[config.mk]
export PLATFORM = sky130hd
export DESIGN_NAME = bios_select_ctrl
export DESIGN_NICKNAME = d
export VERILOG_FILES = /design/src/rtl/bios_ctrl_pkg.sv /design/src/rtl/bios_edge_sync.sv /design/src/rtl/bios_select_ctrl.sv
export SDC_FILE = /design/constraint.sdc
export NUM_CORES = 1
export LEC_CHECK = 0
export ABC_AREA = 1
export ABC_CLOCK_PERIOD_IN_PS = 1350
export BUFFER_PORTS_ARGS = -buffer_cell sky130_fd_sc_hd__buf_2
export CELL_PAD_IN_SITES_DETAIL_PLACEMENT = 1
export CELL_PAD_IN_SITES_GLOBAL_PLACEMENT = 1
export CORE_MARGIN = 5
export CORE_UTILIZATION = 32
export CTS_BUF_LIST = sky130_fd_sc_hd__clkbuf_4
export CTS_CLUSTER_DIAMETER = 200
export DETAILED_ROUTE_END_ITERATION = 16
export PLACE_DENSITY_LB_ADDON = 0.25
export SETUP_SLACK_MARGIN = 0.5
export SLEW_MARGIN = 20
export SYNTH_ARGS = -nofsm -noshare
export SYNTH_HDL_FRONTEND = slang
export SYNTH_SLANG_ARGS = --single-unit
[constraint.sdc]
create_clock -name LpcClock -period 1.35 [get_ports LpcClock]
set_clock_uncertainty 0.2 [all_clocks]
set_input_delay 0.135 -clock LpcClock [delete_from_list [all_inputs] [get_ports LpcClock]]
set_output_delay 0.135 -clock LpcClock [all_outputs]
set_load 0.05 [all_outputs]
[src/rtl/bios_ctrl_pkg.sv]
// Shared types and constants for the BIOS flash selector: FSM states,
// BiosStatus field positions and the flash index width.
package bios_ctrl_pkg;

    localparam int IDX_W = 3;

    typedef enum logic [1:0] {
        ST_IDLE = 2'd0,
        ST_BOOT = 2'd1,
        ST_RUN  = 2'd2
    } boot_state_t;

    localparam int STAT_ACTIVE_LSB  = 0;
    localparam int STAT_NEXT_LSB    = 3;
    localparam int STAT_CURRENT_LSB = 6;
    localparam int STAT_FAIL_LSB    = 9;
    localparam int STAT_LOCK_BIT    = 11;
    localparam int STAT_BOOTOK_BIT  = 12;

    // Successor socket in rotation order; the result never equals idx for n >= 2.
    function automatic logic [IDX_W-1:0] wrap_inc(input logic [IDX_W-1:0] idx,
                                                  input logic [3:0]       n);
        logic [3:0] sum;
        sum = {1'b0, idx} + 4'd1;
        if (sum >= n) begin
            sum = 4'd0;
        end
        return sum[IDX_W-1:0];
    endfunction

endpackage

[src/rtl/bios_edge_sync.sv]
// Two-flop synchroniser plus a history flop producing single-cycle rise/fall pulses.
// Latency: level valid 2 edges after the input changes, pulses act on the 3rd edge.
module bios_edge_sync (
    input  logic LpcClock,
    input  logic ResetN,
    input  logic sig,
    output logic level,
    output logic rise,
    output logic fall
);

    logic meta;
    logic sync;
    logic prev;

    always_ff @(posedge LpcClock or negedge ResetN) begin
        if (!ResetN) begin
            meta <= 1'b0;
            sync <= 1'b0;
            prev <= 1'b0;
        end else begin
            meta <= sig;
            sync <= meta;
            prev <= sync;
        end
    end

    assign level = sync;
    assign rise  = sync & ~prev;
    assign fall  = ~sync & prev;

endmodule

[src/rtl/bios_select_ctrl.sv]
// BIOS flash socket selector: boot-failure counting, automatic/forced image rotation
// and an LPC register override. Optional BIOS_LOCK_EN adds a write-once lock bit.
module bios_select_ctrl
    import bios_ctrl_pkg::*;
#(
    parameter int         NUM_BIOS  = 2,
    parameter logic [7:0] REG_ADDR  = 8'h04,
    parameter int         RETRY_MAX = 2
) (
    input  logic                LpcClock,
    input  logic                ResetN,
    input  logic                MainReset,
    input  logic                BootDone,
    input  logic                Write,
    input  logic [7:0]          RegAddress,
    input  logic [7:0]          DataWr,
    input  logic                BiosCS,
    input  logic                BIOS_SEL,
    input  logic                SwapDisable,
    input  logic                ForceSwap,
    output logic [NUM_BIOS-1:0] BIOS,
    output logic [15:0]         BiosStatus
);

    localparam logic [3:0] NB = 4'(NUM_BIOS);
    localparam logic [2:0] RM = 3'(RETRY_MAX);

    logic mrst_lvl, mrst_rise, mrst_fall;
    logic bd_lvl, bd_rise, bd_fall;

    bios_edge_sync u_mrst_sync (
        .LpcClock (LpcClock),
        .ResetN   (ResetN),
        .sig      (MainReset),
        .level    (mrst_lvl),
        .rise     (mrst_rise),
        .fall     (mrst_fall)
    );

    bios_edge_sync u_bd_sync (
        .LpcClock (LpcClock),
        .ResetN   (ResetN),
        .sig      (BootDone),
        .level    (bd_lvl),
        .rise     (bd_rise),
        .fall     (bd_fall)
    );

    boot_state_t      state, state_nxt;
    logic [IDX_W-1:0] act_idx, act_nxt;
    logic [IDX_W-1:0] next_idx, next_nxt;
    logic [IDX_W-1:0] cur_idx, cur_nxt;
    logic [1:0]       fail_cnt, fail_nxt;
    logic             pending, pending_nxt;
    logic             boot_ok, boot_ok_nxt;
    logic             lock;
    logic             wr_hit, wr_ok, swap;
    logic [2:0]       cnt_inc;

    assign wr_hit = Write && (RegAddress == REG_ADDR);

`ifdef BIOS_LOCK_EN
    always_ff @(posedge LpcClock or negedge ResetN) begin
        if (!ResetN) begin
            lock <= 1'b0;
        end else if (wr_ok && DataWr[7]) begin
            lock <= 1'b1;
        end
    end
    assign wr_ok = wr_hit && !lock;
`else
    assign lock  = 1'b0;
    assign wr_ok = wr_hit;
`endif

    always_ff @(posedge LpcClock or negedge ResetN) begin
        if (!ResetN) begin
            state    <= ST_IDLE;
            act_idx  <= '0;
            next_idx <= IDX_W'(1);
            cur_idx  <= '0;
            fail_cnt <= '0;
            pending  <= 1'b0;
            boot_ok  <= 1'b0;
        end else begin
            state    <= state_nxt;
            act_idx  <= act_nxt;
            next_idx <= next_nxt;
            cur_idx  <= cur_nxt;
            fail_cnt <= fail_nxt;
            pending  <= pending_nxt;
            boot_ok  <= boot_ok_nxt;
        end
    end

    always_comb begin
        state_nxt   = state;
        act_nxt     = act_idx;
        next_nxt    = next_idx;
        cur_nxt     = cur_idx;
        fail_nxt    = fail_cnt;
        pending_nxt = pending;
        boot_ok_nxt = boot_ok;
        swap        = 1'b0;
        cnt_inc     = {1'b0, fail_cnt} + 3'd1;

        if (mrst_rise) begin
            boot_ok_nxt = 1'b0;
            if (pending && !SwapDisable) begin
                swap        = 1'b1;
                cur_nxt     = next_idx;
                act_nxt     = next_idx;
                next_nxt    = wrap_inc(next_idx, NB);
                pending_nxt = 1'b0;
                fail_nxt    = '0;
            end
        end

        case (state)
            ST_IDLE: begin
                if (mrst_rise) begin
                    state_nxt = SwapDisable ? ST_RUN : ST_BOOT;
                end
            end
            ST_BOOT: begin
                if (bd_lvl) begin
                    state_nxt   = ST_RUN;
                    boot_ok_nxt = 1'b1;
                    fail_nxt    = '0;
                end else if (mrst_fall) begin
                    state_nxt = ST_IDLE;
                    // Without the jumper the count parks at the limit instead of swapping.
                    if (cnt_inc >= RM) begin
                        if (BIOS_SEL) begin
                            pending_nxt = 1'b1;
                            fail_nxt    = '0;
                        end else begin
                            fail_nxt = RM[1:0];
                        end
                    end else begin
                        fail_nxt = cnt_inc[1:0];
                    end
                end
            end
            ST_RUN: begin
                if (mrst_fall) begin
                    state_nxt = ST_IDLE;
                end
            end
            default: state_nxt = ST_IDLE;
        endcase

        if (ForceSwap) begin
            pending_nxt = 1'b1;
        end

        // A swap on the same edge owns Active/Next; the software write is dropped.
        if (wr_ok && !swap) begin
            if ({1'b0, DataWr[2:0]} < NB) begin
                act_nxt = DataWr[2:0];
            end
            if ({1'b0, DataWr[5:3]} < NB) begin
                next_nxt = DataWr[5:3];
            end
        end
    end

    always_comb begin
        BIOS = '1;
        for (int i = 0; i < NUM_BIOS; i++) begin
            BIOS[i] = (act_idx == IDX_W'(i)) ? BiosCS : 1'b1;
        end
    end

    always_comb begin
        BiosStatus = '0;
        BiosStatus[STAT_ACTIVE_LSB  +: IDX_W] = act_idx;
        BiosStatus[STAT_NEXT_LSB    +: IDX_W] = next_idx;
        BiosStatus[STAT_CURRENT_LSB +: IDX_W] = cur_idx;
        BiosStatus[STAT_FAIL_LSB    +: 2]     = fail_cnt;
        BiosStatus[STAT_LOCK_BIT]             = lock;
        BiosStatus[STAT_BOOTOK_BIT]           = boot_ok;
    end

    logic unused_ok;
    assign unused_ok = &{1'b0, mrst_lvl, bd_rise, bd_fall, DataWr[7:6]};

endmodule

* Word level (Yosys, flattened, before mapping)
Cells that the tools add are included.
** Storage, ports and cells
- Input bits :: 25
- Output and inout port bits :: 18
- Register bits after elaboration :: 20
- Word-level logic and storage cells :: 71
** Operators by class
- Mux-type cells :: 36
- Add/sub/neg operators :: 2
- Equal/unequal tests :: 5
- Bitwise logic cells :: 4
- Magnitude comparators :: 4
- Reduce and logical (&&, ||, !) cells :: 8
** Operator list (number)
- 3-bit 2-to-1 mux :: 9
- 2-bit 2-to-1 mux :: 11
- 1-bit 2-to-1 mux :: 15
- 8-bit by 3-bit equality test with 1-bit output, second input constant :: 1
- 3-bit by 2-bit less-than comparator with 1-bit output, second input constant :: 2
- 2-bit case mux with 3 select lines :: 1
- 3-bit by 1-bit adder with 4-bit output, second input constant :: 1
- 4-bit by 2-bit >= comparator with 1-bit output, second input constant :: 1
- 2-bit by 1-bit adder with 3-bit output, second input constant :: 1
- 3-bit by 1-bit equality test with 1-bit output, second input constant :: 1
- 3-bit by 2-bit >= comparator with 1-bit output, second input constant :: 1
- 1-bit logical AND :: 3
- 3-bit zero test :: 1
- 1-bit AND :: 2
- 2-bit by 1-bit equality test with 1-bit output, second input constant :: 1
- 2-bit equality test, second input constant :: 1
- 1-bit zero test :: 2
- 2-bit zero test :: 1
- 2-bit != test, second input constant :: 1
- 1-bit NOT :: 2
- 2-bit AND reduction :: 1

* Longest topological paths before layout
- Depth after elaboration :: 10
- Mapped depth :: 8
- Depth with buffers taken out :: 8

* Cells and area by module
Synthesis repeated with hierarchy kept, for this count alone.
** Second synthesis, totals
- Cells, all modules :: 127
- Area, all modules :: 1059.8 um2
** Modules (own cells, without submodules)
- bios_select_ctrl :: instances 1, area an instance 879.6 um2, cells an instance 113, seq. area each 376.6 um2
- bios_edge_sync :: instances 2, area an instance 90.1 um2, cells an instance 7, seq. area each 75.1 um2

* Worst setup path after synthesis
OpenSTA, ideal clock, no wires.
- Path type :: register to register
- Start point :: register next_idx[1]
- End point :: register next_idx[0]
- Stages on the path, launching flop included :: 9
- Arrival time :: 1.434 ns
- Path slack :: -0.345 ns
- Path buffers :: 0
- Required time :: 1.089 ns
- Library setup time :: 0.061 ns
- Period minus slack after synthesis :: 1.695 ns
- Cells stage by stage :: dfrtp_1 -> inv_1 -> ha_1 -> nand2_1 -> nor2_1 -> nand3_2 -> nand2_1 -> nand2_1 -> nand2_1
** Between the ends
- Cells in the longest elaborated chain, start to end :: 7
** Ends and longest elaborated chain
- from (decl) :: line bios_select_ctrl.sv:51 : logic [IDX_W-1:0] next_idx, next_nxt;
- from (signal assigned) :: line bios_select_ctrl.sv:88 : next_idx <= next_nxt;
- 3-bit by 1-bit adder with 4-bit output (*) :: line bios_ctrl_pkg.sv:24 : sum = {1'b0, idx} + 4'd1;
- 4-bit by 2-bit >= comparator with 1-bit output (*) :: line bios_ctrl_pkg.sv:25 : if (sum >= n) begin
- 3-bit 2-to-1 mux (*) :: line bios_ctrl_pkg.sv:25
- 3-bit 2-to-1 mux (*) :: line bios_select_ctrl.sv:109 : if (pending && !SwapDisable) begin
- 3-bit 2-to-1 mux (*) :: line bios_select_ctrl.sv:107 : if (mrst_rise) begin
- 3-bit 2-to-1 mux :: line bios_select_ctrl.sv:162 : if ({1'b0, DataWr[5:3]} < NB) begin
- 3-bit 2-to-1 mux (*) :: line bios_select_ctrl.sv:158 : if (wr_ok && !swap) begin
- via next_nxt[0] :: line bios_select_ctrl.sv:51
The timed path passes the listed nets; every way through them passes the cells marked *.
A chain may end at the register's enable or synchronous reset.

* Final worst setup path
- Start point :: register next_idx[0]
- End point :: output port BiosStatus[3]
** RTL lines
- to (decl) :: line bios_select_ctrl.sv:22 : output logic [15:0] BiosStatus
No word-level cell between the ends.

==> results <==
- The analysis attributes to cell leakage a power of 1.01 nW.
- The clock tree from TritonCTS is built.
- The floorplan step defined a core boundary enclosing 3340 sq um.
- The number of buffers added to fix hold violations after cts is 2.
- The peak-usage layer in the global routing report is met2.
- The class of the tightest hold or removal check is in -> async.
- The fraction of final layout cells with drive strength greater than 1 is 0.657.
- For this run, the top clock speed supported by timing is 0.664 GHz.
- The total count of max-transition violations in the final report came to 0.
- In the synthesized netlist, the number of instances is 135.
- The setup total negative slack is -1.23 ns.
- The antenna diode count is 0.
- The register area share after synthesis is 0.452.
- The area growth from synthesis to layout is 78.8%.
- The logic depth of the worst setup path including buffers is 1.
- After synthesis, the mean cell area works out to 8.23 sq um.
- In the layout the commonest cells are sky130_fd_sc_hd__buf_2 (22), sky130_fd_sc_hd__buf_6 (22), sky130_fd_sc_hd__nand2_1 (17).
- Max-cap violations in this run came to 0.
- The count of nets left with antenna violations once routing finished came out at 0.
- The final global-route overflow total is 0.
- In this run the tool buffered the top-level ports with 36 buffer cells.
- Among cell families on the critical path, the largest total delay comes from flip-flops.
- The worst-case reg-to-reg path depth is 9.
- After layout, the worst setup slack is -0.155 ns.
- In this run, CTS created clock tree buffers numbering 3.
- For this run, the number of Yosys warnings is 0.
- Dividing the detail-routed wire length by the instance count gives 14.5 um.
- For this design the top-level I/O count stands at 43.
- The met1 usage is 0.179.
- For met3 alone, demand over resource in global routing was 0.0357.
- In the routed design, unresolved DRC markers number 0.
- The initial antenna violation count came to 0.
- For this design, the sink count on the clock tree is 20.
- The root buffer cell is sky130_fd_sc_hd__clkbuf_4.
- For flop-to-flop paths, the worst setup slack is -0.13 ns.
- The flow ran to the end, but the final reports show violations.
- By startpoint and endpoint, the worst setup path is classified as reg -> out.
- The type of element capturing the critical path is an output pin.
- Setup repair after global routing could not meet its margin everywhere.
- The overall fraction of global-route tracks in use is 0.165.
- Setup violations remaining at the end of the flow were counted as 16.
- The worst IR drop on VDD is 612 uV.
- The power after layout is 2.66 mW.
- The largest fanout on the critical path is 5.
- The share of the cycle needed by the critical path after routing is 1.12.
- The die is 68.9 um wide.
- For this configuration, the core starts out at a cell density of 0.333.
- The height of the die is 68.9 um.
- Traced cell by cell, the critical path runs through buf_8.
- Yosys mapped the design onto 24 distinct sky130hd cell types.
- The first detailed-routing pass took 4 iterations.
- The pin count of the biggest net entering global routing is 21.
- The net count of the finished layout is 236.
- The delay of the slowest critical-path stage is 0.69 ns.
- The DRC violation total after the first TritonRoute iteration is 25.
- The worst path arrival time is 1.17 ns.
- In this run the cell area of the synthesized design comes to 1110 sq um.
- For the worst setup path, the data required time is 1.01 ns.
- Detailed placement finished with a half-perimeter wire length of 2350 um.
- The wire length of the first global-routing pass is 5660 um.
- The number of buffer and inverter stages on the critical path is 1.
- The reg-to-reg endpoint is next_idx[0].
- The deepest level of the CTS H-tree is 1.
- The power density over cell area is 1340 nW/um^2.
- The final-layout worst hold slack is -0.450 ns.
- Counting I/O delays and the setup requirement, the final critical path takes 1.51 ns.
- The checks that failed: negative hold slack, negative setup slack.
- After clock tree synthesis, the clock-pin slew on the worst setup and hold paths is 0.13 ns.
- The kind of start point of the critical path is a flip-flop.
- The floorplan has 21 rows.
- The highest-delay cell along the critical path is sky130_fd_sc_hd__dfstp_4.
- The startpoint identified for the worst register-to-register timing path is u_mrst_sync.prev.
- The count of fill cells added during filler insertion is 390.
- The via count of the first global-routing pass came to 1193.
- The mean number of vias per cell is 4.46.
- The total number of vias is 1129.
- The number of storage elements in the synthesis netlist is 20.
- The placer congestion estimate is 0.787.
- The final wirelength is 3670 um.
- The final count of hold timing violations was 26.
- For this run, global-route usage on met2 was measured as 0.314.
- Counting along the longest clock path gives a buffer depth of 2.
- The die covers 4750 sq um.
- For the worst-skew pair, the clock arrives at the later sink with an insertion delay of 0.32 ns.
worst reg2reg max path, cell delays in order (launching register included):
cell                      delay [ns]
sky130_fd_sc_hd__dfrtp_1        0.40
sky130_fd_sc_hd__inv_2          0.10
sky130_fd_sc_hd__nand2_4        0.07
sky130_fd_sc_hd__nor2_4         0.19
sky130_fd_sc_hd__buf_6          0.13
sky130_fd_sc_hd__nor2_4         0.04
sky130_fd_sc_hd__buf_4          0.14
sky130_fd_sc_hd__nand3_2        0.05
sky130_fd_sc_hd__nand2_1        0.05
sky130_fd_sc_hd__nand2_1        0.06
registers in the layout, indices dropped and copies added (netlist names):
signal / flops
u_bd_sync.level: 1
u_mrst_sync.prev: 1
u_bd_sync.meta: 1
u_mrst_sync.level: 1
state: 2
cur_idx: 3
u_mrst_sync.meta: 1
next_idx: 3
boot_ok: 1
pending: 1
fail_cnt: 2
act_idx: 3
per-stage QoR:
step                      cell area (sq um)  instances  utilization  worst slack [ns]
after CTS                              1820        243        0.544            -0.155
after floorplan                        1220        138            -            -0.170
after global placement                 1460        223        0.439           -0.0335
after detailed placement               1460        223        0.439           -0.0898
after global routing                   1990        253        0.595            -0.205
final                                  1990        253        0.595            -0.155
power by group:
group	internal [mW]	leakage, nW	switching, mW
sequential	0.729	0.238	0.124
clock	0.301	0.0279	0.208
combinational	0.553	0.740	0.746
total	1.58	1.01	1.08
worst max path at each step:
stage,slack (ns),end,from
floorplan,-0.17,next_idx[0],next_idx[1]
finish,-0.16,BiosStatus[3],next_idx[0]
global placement,-0.03,next_idx[0],next_idx[0]
global route,-0.20,next_idx[0],u_mrst_sync.prev
CTS,-0.16,BiosStatus[3],next_idx[0]
detailed placement,-0.09,next_idx[0],next_idx[0]
kinds of logic after synthesis:
logic type / after synthesis / synth area share
compound gates: 12 / 0.0653
fa+ha+maj: 3 / 0.0338
buf+inv: 28 / 0.126
flops: 20 / 0.452
other cells: 1 / 0.00338
simple gates: 71 / 0.320
final cells by class:
cell class                 count  area (sq um)  share of cell area
tap                           46          57.6              0.0290
clock inverter                 1          30.0              0.0151
inverter                      22          82.6              0.0416
timing repair buffer          71           641               0.322
clock buffer                   3          22.5              0.0113
sequential                    20           519               0.261
multi-input combinational     90           634               0.319
layer usage:
layer,vias up,share of wire
met5,-,0
met4,0,0.0079
met3,4,0.048
met2,28,0.55
met1,540,0.40
li1,557,-
timing repair:
item | in CTS | in global routing
pin swaps | 8 | 18
resized for setup | 51 | 30
buffers inserted | 14 | 10
endpoints found under the hold margin | 30 | 25
setup endpoints to repair | 29 | 29
cell usage after synthesis, drive strengths merged:
| master | n | area [sq um] |
|---|---|---|
| nand2 | 33 | 146 |
| inv | 22 | 82.6 |
| dfrtp | 19 | 475 |
| nor2 | 19 | 83.8 |
| nand3 | 9 | 55.1 |
| buf | 6 | 57.6 |
| nand4 | 6 | 37.5 |
| o21ai | 6 | 41.3 |
| a21oi | 5 | 25.0 |
| ha | 3 | 37.5 |
| nand3b | 3 | 26.3 |
| conb | 1 | 3.75 |
| dfstp | 1 | 26.3 |
| o22ai | 1 | 6.26 |
| or2 | 1 | 6.26 |
Power figures use the tool's default switching activity.
